===== src/rtl/sm1153_adc_sensor_scan.sv =====
`default_nettype none
// ============================================================================
// Module   : sm1153_adc_sensor_scan
// Purpose  : ADC128S022 SPI master that round-robins three line-sensor
//            channels and publishes all three results together once per scan.
// Revision : 1.0  initial release
// ============================================================================

module sm1153_adc_sensor_scan #(
  parameter int         CLK_DIV_HALF   = 10,
  parameter int         CS_HIGH_CYCLES = 20,
  parameter logic [2:0] CH_SLOT0       = 3'd3,
  parameter logic [2:0] CH_SLOT1       = 3'd4,
  parameter logic [2:0] CH_SLOT2       = 3'd5
) (
  input  logic        clk_50,
  input  logic        reset,
  output logic        adc_cs_n,
  output logic        adc_sck,
  output logic        adc_din,
  input  logic        adc_dout,
  output logic [11:0] input1,
  output logic [11:0] input2,
  output logic [11:0] input3,
  output logic        sample_valid
);

  localparam int CNT_MAX = (CLK_DIV_HALF > CS_HIGH_CYCLES) ? CLK_DIV_HALF : CS_HIGH_CYCLES;
  localparam int CNT_W   = $clog2(CNT_MAX + 1);

  localparam logic [CNT_W-1:0] GAP_LAST   = CNT_W'(CS_HIGH_CYCLES - 1);
  localparam logic [CNT_W-1:0] HALF_LAST  = CNT_W'(CLK_DIV_HALF - 1);
  localparam logic [3:0]       LAST_BIT   = 4'd15;
  localparam logic [3:0]       FIRST_DATA = 4'd4;

  typedef enum logic [0:0] {
    GAP   = 1'b0,
    FRAME = 1'b1
  } state_t;

  state_t           state, state_nx;
  logic [CNT_W-1:0] cnt, cnt_nx;
  logic [3:0]       bit_idx, bit_idx_nx;
  logic             cs_n_nx, sck_nx, din_nx;
  logic [11:0]      rx_shift, rx_shift_nx;
  logic [11:0]      shadow0, shadow0_nx;
  logic [11:0]      shadow1, shadow1_nx;
  logic [11:0]      input1_nx, input2_nx, input3_nx;
  logic             valid_nx;
  logic [1:0]       slot, slot_nx;
  logic             priming, priming_nx;
  logic [2:0]       tx_addr;

  // Control word: ADD2..ADD0 occupy bit positions 2..4, everything else is 0.
  function automatic logic din_bit(input logic [3:0] idx, input logic [2:0] addr);
    case (idx)
      4'd2:    din_bit = addr[2];
      4'd3:    din_bit = addr[1];
      4'd4:    din_bit = addr[0];
      default: din_bit = 1'b0;
    endcase
  endfunction

  // The ADC converts the address of the previous frame, so each frame requests
  // the channel of the slot after the one whose data it is receiving.
  assign tx_addr = priming     ? CH_SLOT0 :
                   (slot == 2'd0) ? CH_SLOT1 :
                   (slot == 2'd1) ? CH_SLOT2 : CH_SLOT0;

  always_comb begin
    state_nx    = state;
    cnt_nx      = cnt;
    bit_idx_nx  = bit_idx;
    cs_n_nx     = adc_cs_n;
    sck_nx      = adc_sck;
    din_nx      = adc_din;
    rx_shift_nx = rx_shift;
    shadow0_nx  = shadow0;
    shadow1_nx  = shadow1;
    input1_nx   = input1;
    input2_nx   = input2;
    input3_nx   = input3;
    valid_nx    = 1'b0;
    slot_nx     = slot;
    priming_nx  = priming;

    case (state)
      GAP: begin
        if (cnt == GAP_LAST) begin
          state_nx   = FRAME;
          cnt_nx     = '0;
          bit_idx_nx = 4'd0;
          cs_n_nx    = 1'b0;
          sck_nx     = 1'b0;
          din_nx     = din_bit(4'd0, tx_addr);
        end else begin
          cnt_nx = cnt + CNT_W'(1);
        end
      end

      FRAME: begin
        if (cnt != HALF_LAST) begin
          cnt_nx = cnt + CNT_W'(1);
        end else begin
          cnt_nx = '0;
          if (!adc_sck) begin
            // Rising SCLK: capture DOUT, skipping the four leading bits.
            sck_nx = 1'b1;
            if (bit_idx >= FIRST_DATA) begin
              rx_shift_nx = {rx_shift[10:0], adc_dout};
            end
          end else if (bit_idx != LAST_BIT) begin
            sck_nx     = 1'b0;
            bit_idx_nx = bit_idx + 4'd1;
            din_nx     = din_bit(bit_idx + 4'd1, tx_addr);
          end else begin
            state_nx = GAP;
            cs_n_nx  = 1'b1;
            if (priming) begin
              priming_nx = 1'b0;
            end else begin
              case (slot)
                2'd0:    shadow0_nx = rx_shift;
                2'd1:    shadow1_nx = rx_shift;
                default: begin
                  input1_nx = shadow0;
                  input2_nx = shadow1;
                  input3_nx = rx_shift;
                  valid_nx  = 1'b1;
                end
              endcase
              slot_nx = (slot == 2'd2) ? 2'd0 : slot + 2'd1;
            end
          end
        end
      end

      default: begin
        state_nx = GAP;
        cnt_nx   = '0;
      end
    endcase
  end

  always_ff @(posedge clk_50) begin
    if (reset) begin
      state        <= GAP;
      cnt          <= '0;
      bit_idx      <= 4'd0;
      adc_cs_n     <= 1'b1;
      adc_sck      <= 1'b1;
      adc_din      <= 1'b0;
      rx_shift     <= 12'd0;
      shadow0      <= 12'd0;
      shadow1      <= 12'd0;
      input1       <= 12'd0;
      input2       <= 12'd0;
      input3       <= 12'd0;
      sample_valid <= 1'b0;
      slot         <= 2'd0;
      priming      <= 1'b1;
    end else begin
      state        <= state_nx;
      cnt          <= cnt_nx;
      bit_idx      <= bit_idx_nx;
      adc_cs_n     <= cs_n_nx;
      adc_sck      <= sck_nx;
      adc_din      <= din_nx;
      rx_shift     <= rx_shift_nx;
      shadow0      <= shadow0_nx;
      shadow1      <= shadow1_nx;
      input1       <= input1_nx;
      input2       <= input2_nx;
      input3       <= input3_nx;
      sample_valid <= valid_nx;
      slot         <= slot_nx;
      priming      <= priming_nx;
    end
  end

endmodule

`default_nettype wire


===== config.mk =====
export PLATFORM = sky130hd
export DESIGN_NAME = sm1153_adc_sensor_scan
export DESIGN_NICKNAME = d
export VERILOG_FILES = /design/src/rtl/sm1153_adc_sensor_scan.sv
export SDC_FILE = /design/constraint.sdc
export NUM_CORES = 1
export LEC_CHECK = 0
export ABC_AREA = 1
export CORE_UTILIZATION = 55
export DETAILED_ROUTE_END_ITERATION = 8
export HOLD_SLACK_MARGIN = 0.12
export PLACE_DENSITY = 0.75
export SYNTH_ARGS = -nofsm -noshare
export SYNTH_HDL_FRONTEND = slang
export SYNTH_SLANG_ARGS = --single-unit

===== constraint.sdc =====
create_clock -name clk_50 -period 1.7 [get_ports clk_50]
set_input_delay 0.255 -clock clk_50 [delete_from_list [all_inputs] [get_ports clk_50]]
set_output_delay 0.255 -clock clk_50 [all_outputs]
set_load 0.02 [all_outputs]

=== Yosys cells after proc, flatten, opt, wreduce, memory -nomap -nowiden ===
Index checks and enable logic that the tools add are counted.
Widths: inputs -> output; s select.

* Flip-flop bits (word level): 89
* Word-level logic and storage cells: 82

* Add/subtract/negate cells: 3
* Magnitude comparators: 1
* Equality and inequality tests: 13
* Multiplexer cells: 32
* Bitwise gates (word level): 6
* Reduce and logical (&&, ||, !) cells: 12

{| class="wikitable"
|+ Operators by type and width
! operator !! number
|-
| $reduce_and 6->1 || 3
|-
| $mux 4 || 4
|-
| $reduce_and 4->1 || 4
|-
| $mux 1 || 15
|-
| $mux 5 || 2
|-
| $pmux 5 s2 || 1
|-
| $mux 3 || 3
|-
| $eq 4x2->1 const B || 2
|-
| $ne 2x2->1 const B || 4
|-
| $pmux 1 s2 || 4
|-
| $pmux 4 s2 || 1
|-
| $not 1->1 || 6
|-
| $reduce_or 6->1 || 1
|-
| $add 5x1->5 const B || 1
|-
| $eq 5x5->1 const B || 1
|-
| $ne 5x4->1 const B || 1
|-
| $reduce_and 5->1 || 1
|-
| $add 4x1->4 const B || 1
|-
| $eq 4x3->1 const B || 1
|-
| $ge 4x3->1 const B || 1
|-
| $ne 4x4->1 const B || 1
|-
| $pmux 1 s3 || 1
|-
| $add 2x1->2 const B || 1
|-
| $eq 2x1->1 const B || 1
|-
| 6 further kinds || 6
|}

=== Longest topological paths before layout ===
Gate-level depths: netlist of run 1.

* Depth in word-level cells: 9
* Gate-level depth with buffers: 9

=== Worst setup path before layout of run 1 ===
No wires, ideal clock.

* Path type: register to register
* Start point: register bit_idx[1]
* End point: register input1[0]
* Arrival time: 1.338 ns
* Slack: 0.228 ns
* Cell stages (with the launch flop): 8
* Path buffers: 1
* Clock period less this slack: 1.472 ns
* Cells stage by stage: dfxtp_1 -> ha_1 -> nand3_4 -> inv_1 -> nand4_4 -> buf_2 -> nand2_1 -> a21oi_1

* Word-level cells in the longest chain between the ends: 3

{| class="wikitable"
|+ RTL lines
! item !! line !! RTL
|-
| start, declared || 43 || <nowiki>logic [3:0] bit_idx, bit_idx_nx;</nowiki>
|-
| start signal, assigned || 165 || <nowiki>bit_idx <= bit_idx_nx;</nowiki>
|-
| $ne 4x4->1 || 112 || <nowiki>end else if (bit_idx != LAST_BIT) begin</nowiki>
|-
| $not 1->1 (no source line) || -- ||
|-
| $reduce_and 6->1 (no source line) || -- ||
|-
| end signal, assigned || 172 || <nowiki>input1 <= input1_nx;</nowiki>
|-
| end, declared || 22 || <nowiki>output logic [11:0] input1,</nowiki>
|}

No other way between the ends.
A chain may end at the register's enable or synchronous reset.

=== Worst setup path in the final report of run 1 ===
* Start point: register bit_idx[1]
* End point: register shadow0[6]

* Word-level cells in the longest chain between the ends: 3

{| class="wikitable"
|+ RTL lines
! item !! line !! RTL
|-
| $ne 4x4->1 || 112 ||
|-
| $not 1->1 (no source line) || -- ||
|-
| $reduce_and 6->1 (no source line) || -- ||
|-
| end signal, assigned || 170 || <nowiki>shadow0 <= shadow0_nx;</nowiki>
|-
| end, declared || 46 || <nowiki>logic [11:0] shadow0, shadow0_nx;</nowiki>
|}

No other way between the ends.

==> key figures, run 1 <==
Setup path
  – Worst EP required: 1.94 ns
  – Worst-path cell chain: ha_1, nand3_4, nor2_8, nand3b_2, nor2_1, nor2_1
  – Slowest-stage cell, CP: dfxtp_1
  – Largest stage delay, worst path: 0.34 ns
  – Worst Setup Path Type: reg -> reg
  – CP endpoint kind: register
  – Crit-path max FO: 12
  – CP startpoint kind: register
  – Crit path DAT: 1.91 ns
  – Crit path top cell by count: nor2_1
  – R2R cell count: 6

Route
  – Drt wl/cell: 13.05 um
  – First drt pass iteration count: 7
  – Starting DRT DRC Count: 231
  – DRC: 0
  – Vias: 3186
  – Antenna violation net count after detailed routing: 0
  – DR vias/cell: 5.180
  – Final Routed Wirelength: 8028 um

STA
  – Slew @ Worst Pin: 0.3919 ns
  – Final slew viol count: 0
  – RSZ-0062 raised after global routing: true
  – Fmax: 599.6 MHz
  – Clock period minus worst slack: 1.668 ns
  – Crit share post-route: 98.11%
  – Final setup vio count: 0
  – Final Skew: 0.007633 ns
  – Relative slew slack: 73.74%
  – Hold Fails Final Rpt: 0
  – Worst hold slack: 0.2584 ns

Hold path
  – Min-delay worst type: in -> reg
  – Hold path depth: 3

Global route
  – Largest net degree at the start of global routing: 37
  – Gr usage total: 22.86%
  – Vias in the first global route: 2899
  – Aggregate global routing overflow: 0
  – First-pass GRT wire length: 13160 um
  – Antenna violations before repair: 0

Place
  – DP HPWL: 5363 um
  – RePlAce Congestion: 0.8189
  – Number of port buffers: 42
  – DP Area: 0.004247 mm2
  – Placed insts: 599

Synthesis
  – Main synth FF type: dfxtp_1
  – Sequential cell area fraction in the yosys report: 47.48%
  – Mapped cell area: 0.003752 mm2
  – Leading area contributor after synthesis: dfxtp_1
  – Mapped Cells: 491
  – Library cells used by synthesis: 27
  – Post-synthesis async set-or-reset flop share: 0%
  – Cell with the most instances after synthesis: nand2_1
  – Number of flops mapped to enable cells by yosys: 0
  – YS warnings: 0
  – Post-Syn Nets: 499
  – Commonest cells in the netlist: nand2_1 (112), dfxtp_1 (89), nor2_1 (62)
  – Largest cells by area after synthesis: dfxtp_1 (47%), nand2_1 (11%), a21oi_1 (7.1%), nand4_1 (6.3%), nor2_1 (6.2%)
  – Mean post-synth cell area: 7.642 um2
  – Seq cells post-synth: 89
  – Post-synth top area share: 47.48%

Status
  – Status: complete, no violations

Final layout
  – Final std cells w/o fill: 615
  – Ratio of cells with drive above 1 in the final layout: 10.22%
  – Nets: 543
  – Register area: 0.001782 mm2
  – Fill cell count: 562
  – Fin area: 0.004448 mm2
  – P&R area growth vs syn: 18.54%
  – Inserted Diodes: 0
  – Area occupied by multi-input gates: 0.001640 mm2
  – Final core utilization: 68.87%

Floorplanning
  – Std-Cell Rows: 29
  – Chip Height: 84.60 um
  – Die ar.: 0.007157 mm2
  – Core area: 0.006459 mm2
  – Starting Density: 58.10%
  – Die width: 84.60 um
  – Ports: 43

Clocking
  – Worst skew pair latency: 0.35 ns
  – Cts bufs inserted: 9
  – Clk buf depth: 2
  – CTS clk-pin slew, worst paths: 0.09 ns
  – CTS sink count: 89
  – Clk Tree Root Cell: clkbuf_8
  – Hold buffers post-CTS: 0
  – H-tree levels: 3
  – CTS tree: done

Power and ir drop
  – Pwr Density: 799.7 mW/mm2
  – Leak: 0.001869 uW
  – VDD IR max: 0.0004605 V

Run
  – Max-Cap Viols: 0
==> state kept, by name (all words and copies together) (netlist names) <==
register      cells
state             1
input1           12
adc_cs_n          1
input2           12
cnt               5
adc_sck           1
priming           1
sample_valid      1
slot              2
bit_idx           4
input3           12
shadow0          12
shadow1          12
adc_din           1
rx_shift         12
==> power by group <==
group          internal (uW)  switching, uW  total [uW]
logic                   16.8           45.6        62.4
registers               2090           5.10        2090
clock network            702            699        1400
total                   2810            750        3560
==> per-layer routing <==
layer  share of wire, %  GRT usage (%)  routed length (um)
met5                  0              0                   0
met4               0.88          6.934                  71
met3                4.6          4.916                 372
met1                 47          30.54                3766
met2                 48          37.25                3817
==> kinds of logic after synthesis <==
kind of cell,Yosys count,share of synthesized area [%]
XOR/XNOR,3,0.7004
adder cells (fa/ha/maj),5,1.667
AND/OR/NAND/NOR,257,32.64
buffers and inverters,77,9.103
AO/OA/AOI/OAI,60,8.403
flip-flops,89,47.48
==> worst paths after layout <==
check / from / to / slack (ns)
worst max-delay path: bit_idx[1] / shadow0[6] / 0.03
worst min register to register: input3[10] / input3[10] / 0.47
worst max register to register: bit_idx[1] / shadow0[6] / 0.03
worst min-delay path: reset / adc_cs_n / 0.26
==> metrics by stage <==
step / setup slack (ns) / setup TNS [ns] / power [uW]
2_1_floorplan: 0.2282 / 0 / 2185
3_3_place_gp: 0.1632 / 0 / 2204
3_5_place_dp: 0.07184 / 0 / 2205
4_1_cts: 0.05076 / 0 / 3580
5_1_grt: -0.07774 / -0.9228 / 3692
6_report: 0.03219 / 0 / 3557
==> placed cells by master (no fill, tap or decap), types with 3 or more instances in the layout <==
cell	n
inv_1	47
a21oi_2	3
dfxtp_1	89
nand2_1	112
nand4_1	38
nand3_1	25
nand2_2	8
clkdlybuf4s50_1	40
nor3_1	3
clkbuf_8	10
nor2_1	62
ha_1	5
buf_4	17
a21oi_1	53
==> area by class of cell <==
class	instances	share of cell area, %
clock buffer	11	3.179
clock inverter	3	0.9564
multi-input combinational	326	36.88
sequential	89	40.06
inverter	49	4.135
tap	77	2.166
timing repair buffer	60	12.63
==> worst max-delay path, delay by kind of cell, from the launching register on <==
family        cells  cell delay, ns
flops             1            0.34
fa+ha+maj         1            0.26
simple gates      5            0.95
==> repair_timing <==
action | 4_1_cts | 5_1_grt
pin swaps | 0 | 3
setup buffers | 0 | 1
cloned | 0 | 1
gates resized for setup | 1 | 0
endpoints found under the setup margin | 1 | 34
hold endpoints to repair | 0 | 0
Power figures use the tool's default switching activity.
==> run 2, diff against run 1 <==
--- a/config.mk
+++ b/config.mk
@@ -10,6 +10,7 @@
 export DETAILED_ROUTE_END_ITERATION = 8
 export HOLD_SLACK_MARGIN = 0.12
 export PLACE_DENSITY = 0.75
+export SLEW_MARGIN = 20
 export SYNTH_ARGS = -nofsm -noshare
 export SYNTH_HDL_FRONTEND = slang
 export SYNTH_SLANG_ARGS = --single-unit
==> results of run 2 <==
Same layout as run 1: the final DEF is identical, and so are final timing and power.
